--- src/rtl/inst_fetch.sv ---
// Instruction fetch: one outstanding imem read at a time feeding a BUF_DEPTH entry instruction buffer.
// Head is visible the cycle after rvalid and stalls on inst_ready low. IF_ALIGN_CHECK_EN adds a sticky misaligned-redirect fault.
module inst_fetch #(
    parameter logic [31:0] RESET_PC  = 32'h0000_0000,
    parameter int          BUF_DEPTH = 2
) (
    input  logic        clk,
    input  logic        clrn,
    input  logic        setPc,
    input  logic        redirect,
    input  logic [31:0] redirect_pc,
    output logic        imem_req,
    output logic [31:0] imem_addr,
    input  logic        imem_rvalid,
    input  logic [31:0] imem_rdata,
    output logic        inst_valid,
    input  logic        inst_ready,
    output logic [31:0] instruction,
    output logic [31:0] pc_from_PC,
    output logic        fetch_fault
);
    localparam int PTR_W = $clog2(BUF_DEPTH);
    localparam int CNT_W = PTR_W + 1;
    localparam logic [CNT_W-1:0] DEPTH_C = CNT_W'(BUF_DEPTH);

    typedef enum logic [1:0] {IDLE, WAIT, DISCARD} state_t;
    state_t state, state_nxt;

    logic [31:0]      fetch_pc;
    logic [31:0]      buf_inst [BUF_DEPTH];
    logic [31:0]      buf_pc   [BUF_DEPTH];
    logic [PTR_W-1:0] head, tail;
    logic [CNT_W-1:0] count;
    logic             flush, push, pop, issue;
    logic [31:0]      redir_tgt, flush_pc;

`ifdef IF_ALIGN_CHECK_EN
    logic fault_q;

    always_ff @(posedge clk or negedge clrn) begin
        if (!clrn) begin
            fault_q <= 1'b0;
        end else if (setPc) begin
            fault_q <= 1'b0;
        end else if (redirect && (redirect_pc[1:0] != 2'b00)) begin
            fault_q <= 1'b1;
        end
    end

    assign fetch_fault = fault_q;
    assign redir_tgt   = redirect_pc;
`else
    assign fetch_fault = 1'b0;
    assign redir_tgt   = redirect_pc & 32'hFFFF_FFFC;
`endif

    // setPc is a redirect to the boot address and wins over a simultaneous redirect
    assign flush    = setPc || redirect;
    assign flush_pc = setPc ? RESET_PC : redir_tgt;
    assign push     = (state == WAIT) && imem_rvalid && !flush;
    assign pop      = inst_valid && inst_ready;

    always_ff @(posedge clk or negedge clrn) begin
        if (!clrn) begin
            state <= IDLE;
        end else begin
            state <= state_nxt;
        end
    end

    always_comb begin
        state_nxt = state;
        issue     = 1'b0;
        imem_req  = 1'b0;
        case (state)
            IDLE: begin
                issue    = clrn && !flush && !fetch_fault && (count < DEPTH_C);
                imem_req = issue;
                if (issue) begin
                    state_nxt = WAIT;
                end
            end
            WAIT: begin
                if (imem_rvalid) begin
                    state_nxt = IDLE;
                end else if (flush) begin
                    state_nxt = DISCARD;
                end
            end
            DISCARD: begin
                if (imem_rvalid) begin
                    state_nxt = IDLE;
                end
            end
            default: state_nxt = IDLE;
        endcase
    end

    always_ff @(posedge clk or negedge clrn) begin
        if (!clrn) begin
            fetch_pc <= RESET_PC;
            head     <= '0;
            tail     <= '0;
            count    <= '0;
        end else begin
            if (flush) begin
                fetch_pc <= flush_pc;
            end else if (issue) begin
                fetch_pc <= fetch_pc + 32'd4;
            end
            if (flush) begin
                head  <= '0;
                tail  <= '0;
                count <= '0;
            end else begin
                if (push) begin
                    tail <= tail + 1'b1;
                end
                if (pop) begin
                    head <= head + 1'b1;
                end
                case ({push, pop})
                    2'b10:   count <= count + 1'b1;
                    2'b01:   count <= count - 1'b1;
                    default: count <= count;
                endcase
            end
        end
    end

    // fetch_pc only moves in WAIT on a flush, which suppresses the push, so it still points one past the request
    always_ff @(posedge clk or negedge clrn) begin
        if (!clrn) begin
            for (int i = 0; i < BUF_DEPTH; i++) begin
                buf_inst[i] <= '0;
                buf_pc[i]   <= RESET_PC;
            end
        end else if (push) begin
            buf_inst[tail] <= imem_rdata;
            buf_pc[tail]   <= fetch_pc - 32'd4;
        end
    end

    assign imem_addr   = fetch_pc;
    assign inst_valid  = (count != '0);
    assign instruction = buf_inst[head];
    assign pc_from_PC  = buf_pc[head];

endmodule

--- config.mk ---
export PLATFORM = sky130hd
export DESIGN_NAME = inst_fetch
export DESIGN_NICKNAME = d
export VERILOG_FILES = /design/src/rtl/inst_fetch.sv
export SDC_FILE = /design/constraint.sdc
export NUM_CORES = 1
export LEC_CHECK = 0
export ABC_AREA = 1
export ABC_CLOCK_PERIOD_IN_PS = 3500
export BUFFER_PORTS_ARGS = -buffer_cell sky130_fd_sc_hd__buf_4
export CAP_MARGIN = 10
export CORE_ASPECT_RATIO = 1.5
export CORE_MARGIN = 3
export CORE_UTILIZATION = 30
export CTS_BUF_LIST = sky130_fd_sc_hd__clkbuf_8
export DETAILED_ROUTE_END_ITERATION = 10
export GPL_TIMING_DRIVEN = 0
export SLEW_MARGIN = 20
export SYNTH_ARGS = -nofsm -noshare
export SYNTH_HDL_FRONTEND = slang
export SYNTH_SLANG_ARGS = --single-unit
--- constraint.sdc ---
create_clock -name clk -period 3.5 [get_ports clk]
set_clock_uncertainty 0.2 [all_clocks]
set_input_delay 0.175 -clock clk [delete_from_list [all_inputs] [get_ports clk]]
set_output_delay 0.175 -clock clk [all_outputs]
set_load 0.01 [all_outputs]
==> out/metrics.cfg <==
[outcome]
status=finished clean

[layout]
antennaDiodeCount=0
layout-drive-gt1-share=0.1590
final_cells=1849
area.growth.synth_to_final_pct=32.36
nets=1562

[placement]
place_inst=1748
gp_congestion=0.9163
pre_cts_ws_ns=0.8451
dp_hpwl_um=21900
io_buffers=161

[worst_setup_path]
r2r_setup_slack_ns=0.92
reg2reg_depth=10
crit_type=reg2out
startpoint_type=flop
arrival_ns=2.70
crit_path_end_kind=primary output
crit_fanout=10
cp.required_ns=3.12

[run]
drv_cap=0

[global_route]
gr-total-overflow=0
antenna_found_initial=0
grt_pass1_wl_um=46960
grt_pass1_vias=8731
gr-usage-all-layers=0.1942
grt_max_degree=89

[floorplanning]
die-area_um2=30960
core_um2=28150
io_pins=169
start_util=0.3073
die_x_um=144.7
die_y_um=214.0
rows=75

[yosys]
yosysTopAreaCell=dfrtp_1
yosys.area_share.simple=0.3206
yosys_warnings=0
synth.distinct_cells=30
synth_edf_count=0
synth_seq_cells=160
synthMuxAreaShare=0
synth.area.top_cells=dfrtp_1, nand2_1, o21ai_0
yosysTopAreaCellShare=0.4628
synthAdderAreaFrac=0.002892
netlist_instances=1236
synth_async_sr_flop_share=1.000
synth-seq-area-share=0.4628
syn_area_um2=8652
synthXorXnorAreaFrac=0.02430
syn-mean-instance-area_um2=7.000
synth.most_common_cell=nand2_1
ys.flop_type=dfrtp_1
synth_common_cells=nand2_1, dfrtp_1, o21ai_0
synth_compound_area_frac=0.1033
synth_top_family_by_area=simple AND/OR/NAND/NOR gates

[sta]
setup_ws_ns=0.4238
min_period_ns=3.076
slew_headroom=0.5465
fin_crit_sh=0.8789
finalHoldViolCount=0
finalMaxSlewViolations=0
rsz0062_at_grt=false
tightest_slew_ns=0.6803
setup_viol=0
fmax_mhz=325.1

[pwr]
ir_drop_mv=0.2693
finalPower_mw=5.102
p_leak_nw=5.889
powerDensity_nw_per_um2=445.5

[route]
wl_met2_um=15280
via_per_inst=4.678
drt_iter0_markers=568
wl_met3_um=1096
vias=8649
drt-met1-wl_um=12140
route.detailed.drc=0
routed.top_layer=met4
ant_nets=0
drtPass1Iterations=5
wl_per_cell_um=16.04
drt-total-wl_um=29660

[clock_tree]
htree_num_levels=4
cts_root_buf=clkbuf_8
cts_buffers=17
path_clk_slew_ns=0.10
clock_sinks=160
cts_tree=done
clockBufferDepth=2
ctsResizeCount=0
clk_latency_ns=0.48

[worst_hold_path]
hold_path.class=in2async

==> sequential cells by signal (all words and copies together), names as in the netlist <==
register   flops
count          2
buf_pc        60
tail           1
head           1
imem_addr     30
buf_inst      64
state          2
==> cells in the final DEF, fill, tap and decap left out, drive strengths merged <==
cell / count
xnor2: 2
o21ai: 122
clkinv: 3
a21oi: 34
o211ai: 6
conb: 5
buf: 195
nand3b: 1
clkbuf: 53
a22oi: 6
nand4: 7
nor4: 1
bufinv: 3
o31ai: 3
ha: 2
nor3: 6
dlygate4sd3: 69
clkinvlp: 3
nand3: 56
xor2: 22
nand2: 513
inv: 116
dfrtp: 160
nor2: 114
or2: 1
==> worst max-delay path: stages, from the launching register on <==
cell and delay (ns):
dfrtp_1 0.36, clkbuf_1 0.25, inv_1 0.18, clkbuf_1 0.53, clkbuf_1 0.44, nand2_1 0.09
o21ai_0 0.18, buf_4 0.20
==> power by group <==
part | leakage (nW) | internal, mW | switching (mW)
Clock | 0.215 | 0.753 | 0.720
Sequential | 1.96 | 2.08 | 0.139
Combinational | 3.72 | 0.619 | 0.792
Total | 5.89 | 3.45 | 1.65
==> stage by stage <==
step / cell area, µm² / TNS (ns) / hold slack, ns / util
floorplan: 8667 / 0 / -0.3206 / -
global placement: 10310 / -0.007433 / 0.1707 / 0.3662
detailed placement: 10340 / 0 / 0.01585 / 0.3674
CTS: 11450 / 0 / 0.08045 / 0.4068
global route: 11450 / 0 / 0.1309 / 0.4068
finish: 11450 / 0 / 0.09895 / 0.4068
==> worst paths after layout <==
path                                  to          from
max                        pc_from_PC[2]          head
min                         imem_addr[7]          clrn
max reg2reg                imem_addr[13]      state[1]
min reg2reg                 buf_inst[59]  buf_inst[59]
max in group asynchronous   buf_inst[60]          clrn
min in group clk                state[1]   imem_rvalid
==> area by class of cell <==
cell class	instances	area, µm²
fill	2969	16700
tap	346	432.9
inverter	113	424.2
sequential	160	4004
multi-input combinational	901	3921
timing repair buffer	231	1934
clock inverter	12	142.6
buffer	66	317.8
clock buffer	20	275.3
==> logic make-up (layout without fill, tap and decap cells) <==
family | Yosys count | after routing
XOR/XNOR | 24 | 24
AND/OR/NAND/NOR | 699 | 699
adder cells (fa/ha/maj) | 2 | 2
flip-flops | 160 | 160
other | 1 | 5
buffers and inverters | 179 | 442
AO/OA/AOI/OAI | 171 | 171
==> routing by layer <==
metal  global-route usage  up-vias
met5                    0        -
met1               0.2316     4023
met3              0.02702       46
li1                     -     4333
met2               0.3447      247
met4              0.07841        0
==> repair_timing <==
item                      CTS  global route
hold buffers               69             0
buffers inserted            0             0
hold endpoints to repair  170             0
(Power assumes the default switching activity.)
